File: config.mk
export PLATFORM = sky130hd
export DESIGN_NAME = alu_issue_ctrl
export DESIGN_NICKNAME = d
export VERILOG_FILES = /design/src/rtl/alu_pkg.sv /design/src/rtl/alu_op_fifo.sv /design/src/rtl/alu_issue_ctrl.sv
export SDC_FILE = /design/constraint.sdc
export NUM_CORES = 1
export LEC_CHECK = 0
export ABC_AREA = 1
export CORE_AREA = 2 2 103 105
export CTS_BUF_LIST = sky130_fd_sc_hd__clkbuf_8
export CTS_CLUSTER_DIAMETER = 120
export DETAILED_ROUTE_END_ITERATION = 16
export DIE_AREA = 0 0 105 107
export PLACE_DENSITY = 0.85
export REMOVE_ABC_BUFFERS = 1
export SLEW_MARGIN = 25
export SYNTH_ARGS = -nofsm -noshare
export SYNTH_HDL_FRONTEND = slang
export SYNTH_SLANG_ARGS = --single-unit
File: constraint.sdc
create_clock -name clk -period 7.1 [get_ports clk]
set_clock_uncertainty 0.2 [all_clocks]
set_input_delay 1.42 -clock clk [delete_from_list [all_inputs] [get_ports clk]]
set_output_delay 1.42 -clock clk [all_outputs]
set_load 0.01 [all_outputs]
File: src/rtl/alu_pkg.sv
// Shared types for the ALU issue stage: opcodes, the request payload and the issue FSM encoding.
package alu_pkg;

    localparam int unsigned OPND_W = 4;
    localparam int unsigned RES_W  = 16;

    localparam logic [3:0] OP_ADD  = 4'b0000;
    localparam logic [3:0] OP_INC  = 4'b0001;
    localparam logic [3:0] OP_SUB  = 4'b0010;
    localparam logic [3:0] OP_MUL  = 4'b0100;
    localparam logic [3:0] OP_DIV  = 4'b0101;
    localparam logic [3:0] OP_LAND = 4'b1000;
    localparam logic [3:0] OP_NAND = 4'b1011;

    typedef struct packed {
        logic [OPND_W-1:0] a;
        logic [OPND_W-1:0] b;
        logic [3:0]        op;
    } alu_req_t;

    typedef enum logic [1:0] {
        ST_IDLE  = 2'd0,
        ST_ISSUE = 2'd1,
        ST_HOLD  = 2'd2
    } issue_state_e;

    function automatic logic is_div_zero(input alu_req_t req);
        return (req.op == OP_DIV) && (req.b == '0);
    endfunction

endpackage

File: src/rtl/alu_op_fifo.sv
// Synchronous request FIFO; pointers wrap naturally because DEPTH is a power of two.
module alu_op_fifo
    import alu_pkg::*;
#(
    parameter int unsigned DEPTH = 4
) (
    input  logic                   clk,
    input  logic                   rst,
    input  logic                   push,
    input  alu_req_t               wdata,
    input  logic                   pop,
    output alu_req_t               rdata,
    output logic [$clog2(DEPTH):0] count,
    output logic                   full,
    output logic                   empty
);

    localparam int unsigned PTR_W = $clog2(DEPTH);
    localparam int unsigned CNT_W = PTR_W + 1;

    alu_req_t          mem_q [DEPTH];
    alu_req_t          mem_d [DEPTH];
    logic [PTR_W-1:0]  wr_ptr_q, wr_ptr_d;
    logic [PTR_W-1:0]  rd_ptr_q, rd_ptr_d;
    logic [CNT_W-1:0]  count_q, count_d;
    logic              do_push;
    logic              do_pop;

    assign full    = (count_q == CNT_W'(DEPTH));
    assign empty   = (count_q == '0);
    assign do_push = push && !full;
    assign do_pop  = pop && !empty;
    assign rdata   = mem_q[rd_ptr_q];
    assign count   = count_q;

    always_comb begin
        mem_d    = mem_q;
        wr_ptr_d = wr_ptr_q;
        rd_ptr_d = rd_ptr_q;
        count_d  = count_q + CNT_W'(do_push) - CNT_W'(do_pop);
        if (do_push) begin
            mem_d[wr_ptr_q] = wdata;
            wr_ptr_d        = wr_ptr_q + PTR_W'(1);
        end
        if (do_pop) begin
            rd_ptr_d = rd_ptr_q + PTR_W'(1);
        end
    end

    always_ff @(posedge clk) begin
        if (rst) begin
            for (int i = 0; i < int'(DEPTH); i++) mem_q[i] <= '0;
            wr_ptr_q <= '0;
            rd_ptr_q <= '0;
            count_q  <= '0;
        end else begin
            mem_q    <= mem_d;
            wr_ptr_q <= wr_ptr_d;
            rd_ptr_q <= rd_ptr_d;
            count_q  <= count_d;
        end
    end

endmodule

File: src/rtl/alu_issue_ctrl.sv
// Issue stage in front of the combinational ALU: buffers requests, drives one at a time, captures the result.
// Optional macro ALU_DIV_ZERO_CHK_EN short-circuits divide-by-zero requests into an error result.
module alu_issue_ctrl
    import alu_pkg::*;
#(
    parameter int unsigned DEPTH  = 4,
    parameter int unsigned SETTLE = 1
) (
    input  logic                   clk,
    input  logic                   rst,
    input  logic                   in_valid,
    output logic                   in_ready,
    input  logic [3:0]             in_a,
    input  logic [3:0]             in_b,
    input  logic [3:0]             in_op,
    output logic [3:0]             alu_a,
    output logic [3:0]             alu_b,
    output logic [3:0]             alu_c,
    output logic                   alu_oe,
    input  logic [15:0]            alu_y,
    input  logic [15:0]            alu_x,
    output logic                   out_valid,
    input  logic                   out_ready,
    output logic [15:0]            out_y,
    output logic [15:0]            out_x,
    output logic [3:0]             out_op,
    output logic                   out_err,
    output logic [$clog2(DEPTH):0] count
);

    localparam int unsigned SET_W = (SETTLE > 1) ? $clog2(SETTLE) : 1;

    issue_state_e      state_q, state_d;
    logic [SET_W-1:0]  settle_q, settle_d;
    alu_req_t          opnd_q, opnd_d;
    logic              alu_oe_q, alu_oe_d;
    logic              out_valid_q, out_valid_d;
    logic [15:0]       out_y_q, out_y_d;
    logic [15:0]       out_x_q, out_x_d;
    logic [3:0]        out_op_q, out_op_d;
    logic              out_err_q, out_err_d;

    alu_req_t          head;
    alu_req_t          req;
    logic              fifo_pop;
    logic              fifo_full;
    logic              fifo_empty;
    logic              take_head;

    assign req      = '{a: in_a, b: in_b, op: in_op};
    assign in_ready = !fifo_full;

    alu_op_fifo #(.DEPTH(DEPTH)) u_fifo (
        .clk   (clk),
        .rst   (rst),
        .push  (in_valid),
        .wdata (req),
        .pop   (fifo_pop),
        .rdata (head),
        .count (count),
        .full  (fifo_full),
        .empty (fifo_empty)
    );

    // Next-state and result-register logic; popping the head is shared by IDLE and HOLD.
    always_comb begin
        state_d     = state_q;
        settle_d    = settle_q;
        opnd_d      = opnd_q;
        alu_oe_d    = 1'b0;
        out_valid_d = 1'b0;
        out_y_d     = out_y_q;
        out_x_d     = out_x_q;
        out_op_d    = out_op_q;
        out_err_d   = out_err_q;
        fifo_pop    = 1'b0;
        take_head   = 1'b0;

        case (state_q)
            ST_IDLE: begin
                take_head = !fifo_empty;
            end
            ST_ISSUE: begin
                if (settle_q == '0) begin
                    out_y_d     = alu_y;
                    out_x_d     = alu_x;
                    out_op_d    = opnd_q.op;
                    out_err_d   = 1'b0;
                    out_valid_d = 1'b1;
                    state_d     = ST_HOLD;
                end else begin
                    settle_d = settle_q - SET_W'(1);
                    alu_oe_d = 1'b1;
                end
            end
            ST_HOLD: begin
                out_valid_d = 1'b1;
                if (out_ready) begin
                    out_valid_d = 1'b0;
                    state_d     = ST_IDLE;
                    take_head   = !fifo_empty;
                end
            end
            default: begin
                state_d = ST_IDLE;
            end
        endcase

        if (take_head) begin
            fifo_pop = 1'b1;
`ifdef ALU_DIV_ZERO_CHK_EN
            if (is_div_zero(head)) begin
                out_y_d     = '0;
                out_x_d     = '0;
                out_op_d    = OP_DIV;
                out_err_d   = 1'b1;
                out_valid_d = 1'b1;
                state_d     = ST_HOLD;
            end else
`endif
            begin
                opnd_d      = head;
                settle_d    = SET_W'(SETTLE - 1);
                alu_oe_d    = 1'b1;
                out_valid_d = 1'b0;
                state_d     = ST_ISSUE;
            end
        end
    end

    always_ff @(posedge clk) begin
        if (rst) begin
            state_q     <= ST_IDLE;
            settle_q    <= '0;
            opnd_q      <= '0;
            alu_oe_q    <= 1'b0;
            out_valid_q <= 1'b0;
            out_y_q     <= '0;
            out_x_q     <= '0;
            out_op_q    <= '0;
            out_err_q   <= 1'b0;
        end else begin
            state_q     <= state_d;
            settle_q    <= settle_d;
            opnd_q      <= opnd_d;
            alu_oe_q    <= alu_oe_d;
            out_valid_q <= out_valid_d;
            out_y_q     <= out_y_d;
            out_x_q     <= out_x_d;
            out_op_q    <= out_op_d;
            out_err_q   <= out_err_d;
        end
    end

    assign alu_a     = opnd_q.a;
    assign alu_b     = opnd_q.b;
    assign alu_c     = opnd_q.op;
    assign alu_oe    = alu_oe_q;
    assign out_valid = out_valid_q;
    assign out_y     = out_y_q;
    assign out_x     = out_x_q;
    assign out_op    = out_op_q;
    assign out_err   = out_err_q;

endmodule

==> results of run 1 <==
metrics by stage:
stage	cell area, um^2	hold slack, ps	power (uW)	std cells	worst slack, ps
global placement	5950	264	1840	948	3340
floorplan	4740	250	1420	707	3960
detailed placement	5950	266	1860	948	3290
finish	6170	279	2270	964	3440
global route	6170	298	2450	964	3330
CTS	6170	283	2280	964	3440
flip-flops by register name (all words and copies together) (netlist names), 2 cells and up:
| name | count |
|---|---|
| alu_a | 4 |
| alu_c | 4 |
| out_y | 16 |
| out_x | 16 |
| alu_b | 4 |
| u_fifo.rd_ptr_q | 2 |
| u_fifo.mem_q | 48 |
| u_fifo.count | 3 |
| state_q | 2 |
| u_fifo.wr_ptr_q | 2 |
| out_op | 4 |
synth_stat cells (2+ instances only):
cell | number | area, um^2
nand2_1 | 197 | 739
nor2_1 | 128 | 480
inv_1 | 121 | 454
dfxtp_1 | 107 | 2140
nand4_1 | 48 | 300
nand3_1 | 44 | 220
o21ai_0 | 36 | 180
buf_2 | 27 | 135
ha_1 | 9 | 113
clkbuf_1 | 8 | 30.0
buf_1 | 6 | 22.5
buf_4 | 5 | 37.5
a21oi_1 | 4 | 20.0
inv_2 | 4 | 15.0
nand2_2 | 2 | 12.5
o21ai_1 | 2 | 10.0
cell usage in the layout, fill, tap and decap left out, types with 2 or more instances in the layout:
cell type          n
nand2_1          197
nor2_1           128
inv_1            121
dfxtp_1          106
clkdlybuf4s50_1  101
nand4_1           48
nand3_1           44
o21ai_0           36
ha_1               9
clkbuf_8           9
inv_2              4
a21oi_1            4
buf_4              4
nand2_2            2
o21ai_1            2
bufinv_16          2
inv_6              2
clkinv_4           2
metal layers:
| metal | track usage, % | up-vias | wire length (um) |
|---|---|---|---|
| li1 | - | 2428 | - |
| met1 | 29.2 | 2104 | 5400 |
| met2 | 37.4 | 132 | 5980 |
| met3 | 4.01 | 26 | 706 |
| met4 | 9.14 | 0 | 261 |
| met5 | 0 | - | 0 |
worst register-to-register path: stages (launching register included):
cell and delay [ps]:
dfxtp_1 370, inv_1 70, ha_1 190, inv_1 90, nand2_1 80, nand2_2 360, inv_1 90, ha_1 290
inv_1 50, ha_1 130, inv_1 50, fa_1 370, nand2_1 90, nand2_1 50, nor2_1 110
power breakdown:
group          switching [uW]  leakage, uW  internal (uW)  total, uW
registers                 106     0.000878            764        871
logic                     569      0.00203            413        982
clock network             217     0.000114            202        418
how the worst max path moves through the flow:
| stage | startpoint | to | cells past startpoint |
|---|---|---|---|
| floorplan | out_ready | u_fifo.count[2]$_SDFF_PP0_ | 12 |
| global placement | in_valid | u_fifo.count[2]$_SDFF_PP0_ | 9 |
| detailed placement | out_ready | u_fifo.count[2]$_SDFF_PP0_ | 13 |
| CTS | u_fifo.count[1]$_SDFF_PP0_ | in_ready | 4 |
| global route | u_fifo.count[1]$_SDFF_PP0_ | in_ready | 4 |
| finish | u_fifo.count[1]$_SDFF_PP0_ | in_ready | 4 |
cell type report:
type,count,area share [%]
Clock inverter,7,1.62
Multi-Input combinational cell,475,34.4
Sequential cell,107,34.7
Clock buffer,9,2.01
Timing Repair Buffer,105,16.9
Tap cell,136,2.76
Inverter,125,7.60
kinds of logic after synthesis:
kind of cell               after synthesis  synth area share (%)
other                                    1                0.0754
buffers and inverters                  172                  14.2
and+or+nand+nor                        421                  35.6
adders and majority gates               10                  2.67
xor gates and xnor gates                 1                 0.176
AOI/OAI and AO/OA                       42                  4.23
DFF                                    107                  43.1
==> results.toml, run 1 <==
[logic_synthesis]
ys.flop_type = "dfxtp_1"
yosys_warnings = 0
ys_seq_area_share_pct = 43.1
postSynth.asyncResetShare_pct = 0
synth_edf_count = 0
ys_seq_elements = 107
synth_cell_types = 22
syn_avg_cell_area_um2 = 6.60
syn_area_um2 = 4970
synthCells = 754

[clock_tree]
cts-resized-gates = 0
cts_sinks = 107
clkLatencyLatePin_ps = 370
holdBufCountCts = 0
cts.clk_slew.worst_paths_ps = 100
postCtsSetupBuffers = 0
cts_made_buffers = 9
cts_max_path_buffers = 2
cts_max_level = 3
cts_root_buf = "clkbuf_8"
cts_tree = "done"

[detailed_routing]
first_pass_iters = 6
post-route-drc-count = 0
via_count = 4690
dr.first_iter.drc_count = 429
drt-total-wl_um = 12300
wl_per_cell_um = 12.8
ant_nets = 0
routed_via_density = 4.87

[critical_path]
critPathKind = "flop to primary output"
ff2ff_path_depth = 14
cp_num_buf_inv = 2
worstPathRequired_ps = 5480
endpoint_kind = "primary output"
critPathSlowestCell = "clkdlybuf4s50_1"
rr_endpoint = "u_fifo.count[2]$_SDFF_PP0_"
path_delay_family = "buffers and inverters"
crit_chain = "nor2_2, nand2_2, buf_4, clkdlybuf4s50_1"
crit_arrival_ps = 2040
slowest_delay_ps = 640
critPathMaxFanout = 54
ff2ff_setup_slack_ps = 4480
timing.rr.start = "state_q[0]$_SDFFE_PP0P_"
setup.worst_path.start_class = "flop"

[cells_and_area]
multi_input_area_um2 = 2130
area_growth_pct = 24.1
nets = 881
fill_cells = 947
drive_gt1_share_pct = 3.50
regArea_um2 = 2140
fin_util_pct = 61.2
diodes = 0

[place]
gp_congestion = 0.777
io_buffers = 101
place_hpwl_um = 7510

[grt]
grt_max_degree = 103
grt_use_total_pct = 22.6
antenna_found_initial = 0
grt_pass1_wl_um = 20600
gr-total-overflow = 0
grt_pass1_vias = 4385

[min_path]
holdPathStages = 2
min_from = "alu_a[3]$_SDFFE_PP0P_"
hold_path.class = "flop to flop"
min_to = "alu_a[3]$_SDFFE_PP0P_"

[sta]
drv_slew = 0
setup_viol = 0
fmax_mhz = 274
fin_crit_ps = 3660
timing.slew.headroom_pct = 34.4
rsz0062_at_grt = "no"
finalCritPeriodShare_pct = 51.5
timing.final.hold_violations = 0
tns_ps = 0
tightest_slew_ps = 983

[die]
die_area_um2 = 11200
fp-row-count = 37
pin_count = 103
die_w_um = 105
die_h_um = 107
start_util_pct = 49.3
core_um2 = 10100

[run_status]
status = "finished, final reports clean"

[job]
maxCapViolCount = 0

[power_and_ir_drop]
vdd_ir_drop_max_v = 0.000167
p_leak_uw = 0.00302
power_density_nw_per_um2 = 368
Note: power is estimated with default switching activity, not from simulation.
==> run 2, diff against run 1 <==
--- a/config.mk
+++ b/config.mk
@@ -6,12 +6,12 @@
 export NUM_CORES = 1
 export LEC_CHECK = 0
 export ABC_AREA = 1
-export CORE_AREA = 2 2 103 105
+export CORE_AREA = 2 2 105 107
 export CTS_BUF_LIST = sky130_fd_sc_hd__clkbuf_8
 export CTS_CLUSTER_DIAMETER = 120
 export DETAILED_ROUTE_END_ITERATION = 16
-export DIE_AREA = 0 0 105 107
-export PLACE_DENSITY = 0.85
+export DIE_AREA = 0 0 107 109
+export PLACE_DENSITY = 0.86
 export REMOVE_ABC_BUFFERS = 1
 export SLEW_MARGIN = 25
 export SYNTH_ARGS = -nofsm -noshare
==> constraint.sdc (replaced) <==
create_clock -name clk -period 2.9 [get_ports clk]
set_clock_uncertainty 0.2 [all_clocks]
set_input_delay 0.58 -clock clk [delete_from_list [all_inputs] [get_ports clk]]
set_output_delay 0.58 -clock clk [all_outputs]
set_load 0.01 [all_outputs]
==> run 2 against run 1 <==
Compared with the run above: first-iteration DRC count unchanged; cell count up 1.9%; worst setup slack worse by 3000 ps; die area up 3.8%; total power up 140%; register-to-register slack worse by 3800 ps; global-route usage down 1.0 points; combinational power rose to 2.6 times the previous value; via count up 1.1%; clock power up 120%; design area up 1.4%.
==> results.toml, run 2 (synthesis gave the netlist of run 1 again) <==
[place]
place_hpwl_um = 8020
io_buffers = 101
gp_congestion = 0.783
pre_cts_ws_ps = 272

[power_and_ir_drop]
p_sw_uw = 2180
power.share.sequential_pct = 37.1
p_total_uw = 5540
power_frac_comb_pct = 46.0
vdd_ir_drop_max_v = 0.000649
p_int_uw = 3360
power_density_nw_per_um2 = 884
p_leak_uw = 0.00307
pwr-share-clk_pct = 17.0
swShare_pct = 39.3

[clock_tree]
cts_max_level = 3
cts_tree = "done"
holdBufCountCts = 0
cts_sinks = 107
cts.clk_slew.worst_paths_ps = 100
cts-resized-gates = 0
clkLatencyLatePin_ps = 380
cts_max_path_buffers = 2
postCtsSetupBuffers = 0
cts_made_buffers = 9
cts_root_buf = "clkbuf_8"

[die]
start_util_pct = 46.9
core_um2 = 10600
die_w_um = 107
pin_count = 103
fp-row-count = 38
die_area_um2 = 11700
die_h_um = 109

[critical_path]
setup.worst_path.start_class = "flop"
crit_arrival_ps = 1640
worstPathRequired_ps = 2120
endpoint_kind = "primary output"
critPathMaxFanout = 4
critPathKind = "flop to primary output"

[detailed_routing]
post-route-drc-count = 0
via_count = 4743
drt-total-wl_um = 12500
dr.first_iter.drc_count = 429
met2_length_um = 6180
ant_nets = 0
wl_met1_um = 5390
routed_via_density = 4.83
first_pass_iters = 5
wl_met3_um = 611
wl_per_cell_um = 12.7
routed.top_layer = "met4"

[sta]
timing.final.hold_violations = 0
tns_ps = 0
fmax_mhz = 413
finalCritPeriodShare_pct = 83.4
setup_slack_ps = 481
drv_slew = 0
setup_viol = 0
timing.slew.headroom_pct = 58.3
tightest_slew_ps = 624
fin_crit_ps = 2420
rsz0062_at_grt = "no"

[grt]
grt_pass1_wl_um = 19900
grt_pass1_vias = 4213
grt_use_total_pct = 21.6
antenna_found_initial = 0
grt_max_degree = 55
gr-total-overflow = 0

[cells_and_area]
drive_gt1_share_pct = 4.99
layout_common_cells = "197 x nand2_1, 128 x nor2_1, 121 x inv_1, 107 x dfxtp_1, 101 x clkdlybuf4s50_1"
mostFrequentLayoutCell = "nand2_1"
largest_reg_flops = 48
nets = 895
regMostFlops = "u_fifo.mem_q"
diodes = 0
fin_util_pct = 59.1
fill_cells = 978
area_growth_pct = 25.9

[job]
maxCapViolCount = 0

[run_status]
status = "finished, final reports clean"

[min_path]
hold_path.class = "flop to flop"
[run 2: cell count changes in the layout (fill, tap and decap cells not counted)]
cell	previous run	this run
clkinvlp_4	0	1
buf_4	4	18
inv_6	2	0
clkbuf_8	9	10
bufinv_16	2	1
clkinv_2	1	2
dfxtp_1	106	107
dfxtp_2	1	0
[run 2: power by group through the flow]
stage	logic [uW]	clock network [uW]	registers [uW]
detailed placement	2550	0	2090
floorplan	1230	0	2240
CTS	2570	952	2050
global route	2880	1010	2090
global placement	2500	0	2070
finish	2550	939	2050
[run 2: cell type report]
type | count | area [um^2] | share of cell area, %
Clock buffer | 10 | 138 | 2.20
Clock inverter | 6 | 65.1 | 1.04
Multi-Input combinational cell | 475 | 2130 | 34.0
Inverter | 125 | 469 | 7.49
Tap cell | 140 | 175 | 2.80
Sequential cell | 107 | 2140 | 34.2
Timing Repair Buffer | 119 | 1150 | 18.3
[run 2: path summary, 6_finish.rpt]
kind / start / to / slack, ps / cells past startpoint
worst max-delay path: u_fifo.count[1]$_SDFF_PP0_ / in_ready / 480 / 3
worst min-delay path: alu_b[3]$_SDFFE_PP0P_ / alu_b[3]$_SDFFE_PP0P_ / 270 / 2
worst max register to register: state_q[0]$_SDFFE_PP0P_ / u_fifo.count[2]$_SDFF_PP0_ / 650 / 14
worst min register to register: alu_b[3]$_SDFFE_PP0P_ / alu_b[3]$_SDFFE_PP0P_ / 270 / 2
[run 2: critical path, cell delays in order (launching register included)]
cell and delay, ps:
dfxtp_1 460, nor2_2 80, nand2_2 150, clkdlybuf4s50_1 570
[run 2: layer usage]
layer  vias up  GRT usage, %
met5         -             0
li1       2455             -
met4         0          10.1
met2       131          36.0
met3        24          3.17
met1      2133          27.6
[run 2: per-stage QoR]
stage | cell area (um^2) | hold slack, ps | cells
6_report | 6260 | 273 | 982
5_1_grt | 6260 | 302 | 982
4_1_cts | 6260 | 278 | 982
3_5_place_dp | 6060 | 263 | 966
3_3_place_gp | 6060 | 260 | 966
2_1_floorplan | 4740 | 250 | 707
==> run 3, diff against run 2 <==
==> constraint.sdc (replaced) <==
create_clock -name clk -period 2.2 [get_ports clk]
set_clock_uncertainty 0.2 [all_clocks]
set_input_delay 0.44 -clock clk [delete_from_list [all_inputs] [get_ports clk]]
set_output_delay 0.44 -clock clk [all_outputs]
set_load 0.01 [all_outputs]
==> run 3 against run 2 <==
Compared with the run above: design area increased by 3.3%; worst hold slack improved by 1.3 ps; via count increased by 0.97%; global-route usage increased by 0.43 points; clock power increased by 32%; critical path depth increased by 9; total power increased by 37%; register-to-register slack got worse by 600 ps; largest power group unchanged.
==> results.toml, run 3 (synthesis gave the netlist of run 1 again) <==
[detailed_routing]
post-route-drc-count = 0
routed_via_density = 4.81
first_pass_iters = 5
via_count = 4789
ant_nets = 0
dr.first_iter.drc_count = 424
wl_per_cell_um = 13.2
drt-total-wl_um = 13100

[min_path]
min_to = "alu_b[0]$_SDFFE_PP0P_"
holdPathStages = 2
hold_path.class = "flop to flop"
min_from = "alu_b[0]$_SDFFE_PP0P_"

[die]
pin_count = 103
start_util_pct = 46.9
die_area_um2 = 11700
die_h_um = 109
core_um2 = 10600
fp-row-count = 38
die_w_um = 107

[grt]
grt_pass1_vias = 4335
gr-total-overflow = 0
grt_max_degree = 49
antenna_found_initial = 0
grt_use_total_pct = 22.0
grt_pass1_wl_um = 20500

[cells_and_area]
layout_common_cells = "195 x nand2_1, 128 x nor2_1, 116 x inv_1, 105 x dfxtp_1, 100 x clkdlybuf4s50_1"
fill_cells = 946
final_cells = 996
mostFrequentLayoutCell = "nand2_1"
fin_area_um2 = 6470
drive_gt1_share_pct = 8.18
largest_reg_flops = 48
area_growth_pct = 30.1
regMostFlops = "u_fifo.mem_q"
nets = 909
diodes = 0

[sta]
drv_slew = 0
tightest_slew_ps = 567
timing.final.hold_violations = 0
fmax_mhz = 466
fin_crit_ps = 2150
timing.slew.headroom_pct = 62.2
setup_viol = 0
finalCritPeriodShare_pct = 97.6

[clock_tree]
cts_tree = "done"
holdBufCountCts = 0
cts_made_buffers = 9
cts.clk_slew.worst_paths_ps = 90
clkLatencyLatePin_ps = 380
cts_root_buf = "clkbuf_8"
cts_sinks = 107
cts_max_path_buffers = 2
cts_max_level = 3

[critical_path]
path_delay_family = "adder cells"
critPathKind = "flop to flop"
slowest_delay_ps = 540
endpoint_kind = "flop"
critPathSlowestCell = "fa_2"
crit_chain = "inv_4, ha_4, inv_2, nand2_2, nand2_2, inv_2, ha_4, inv_2, ha_2, inv_2, fa_2, nor2_1"
crit_arrival_ps = 2220
worstPathRequired_ps = 2280
rr_endpoint = "u_fifo.count[1]$_SDFF_PP0_"
path_common_cell = "inv_2"
critPathMaxFanout = 3
timing.rr.start = "state_q[1]$_SDFFE_PP0P_"
setup.worst_path.start_class = "flop"
ff2ff_path_depth = 12
ff2ff_setup_slack_ps = 50
cp_num_buf_inv = 5

[power_and_ir_drop]
power_density_nw_per_um2 = 1180
p_leak_uw = 0.00315
vdd_ir_drop_max_v = 0.00102

[job]
maxCapViolCount = 0

[place]
place_hpwl_um = 8400
placed_area_um2 = 6200
gp_congestion = 0.854
io_buffers = 101
dp_cells = 978

[run_status]
status = "finished, final reports clean"
## run 3: worst max-delay path by stage
stage | start | endpoint | slack [ps] | cells after the start
2_1_floorplan | u_fifo.count[1]$_SDFF_PP0_ | u_fifo.count[2]$_SDFF_PP0_ | -150 | 10
6_report | state_q[1]$_SDFFE_PP0P_ | u_fifo.count[1]$_SDFF_PP0_ | 50 | 12
3_5_place_dp | out_ready | u_fifo.count[2]$_SDFF_PP0_ | -250 | 12
3_3_place_gp | out_ready | u_fifo.count[2]$_SDFF_PP0_ | -230 | 12
5_1_grt | state_q[1]$_SDFFE_PP0P_ | u_fifo.count[1]$_SDFF_PP0_ | -20 | 12
4_1_cts | state_q[1]$_SDFFE_PP0P_ | u_fifo.count[2]$_SDFF_PP0_ | 7 | 14
## run 3: layout make-up
class	instances	area (um^2)	share of cell area (%)
Multi-Input combinational cell	475	2170	33.6
Timing Repair Buffer	133	1300	20.1
Tap cell	140	175	2.71
Clock inverter	6	63.8	0.986
Inverter	125	472	7.29
Clock buffer	10	138	2.13
Sequential cell	107	2150	33.2
## run 3: routing by layer
layer | track usage (%) | up-vias | wire (um)
li1 | - | 2479 | -
met1 | 28.3 | 2147 | 5700
met2 | 37.3 | 148 | 6610
met3 | 3.77 | 15 | 627
met4 | 8.07 | 0 | 208
met5 | 0 | - | 0
## run 3: metrics by stage
step                setup TNS (ps)  util [%]  power [uW]  hold slack (ps)  setup slack (ps)
detailed placement            -484      58.5        6240              262              -253
global placement              -438      58.5        6160              258              -235
finish                           0      61.0        7610              274              53.8
floorplan                     -281         -        4570              250              -154
CTS                              0      60.4        7480              277              6.53
global route                 -15.0      61.0        8160              301             -15.0
## run 3: where the power goes
group          switching, uW  leakage, uW  internal (uW)
logic                   2080      0.00217           1570
registers                245     0.000878           2470
clock network            684     0.000104            560
total                   3010      0.00315           4600
## run 3: timing repair
item	4_1_cts	5_1_grt
setup endpoints to repair	3	2
resized for setup	2	18
setup buffers	0	2
pin swaps	0	4
## run 3: worst register-to-register path: stages, from the launching register on
cell,delay [ps]
dfxtp_4,390
inv_4,50
ha_4,150
inv_2,60
nand2_2,50
nand2_2,60
inv_2,50
ha_4,230
inv_2,40
ha_2,160
inv_2,40
fa_2,540
nor2_1,40
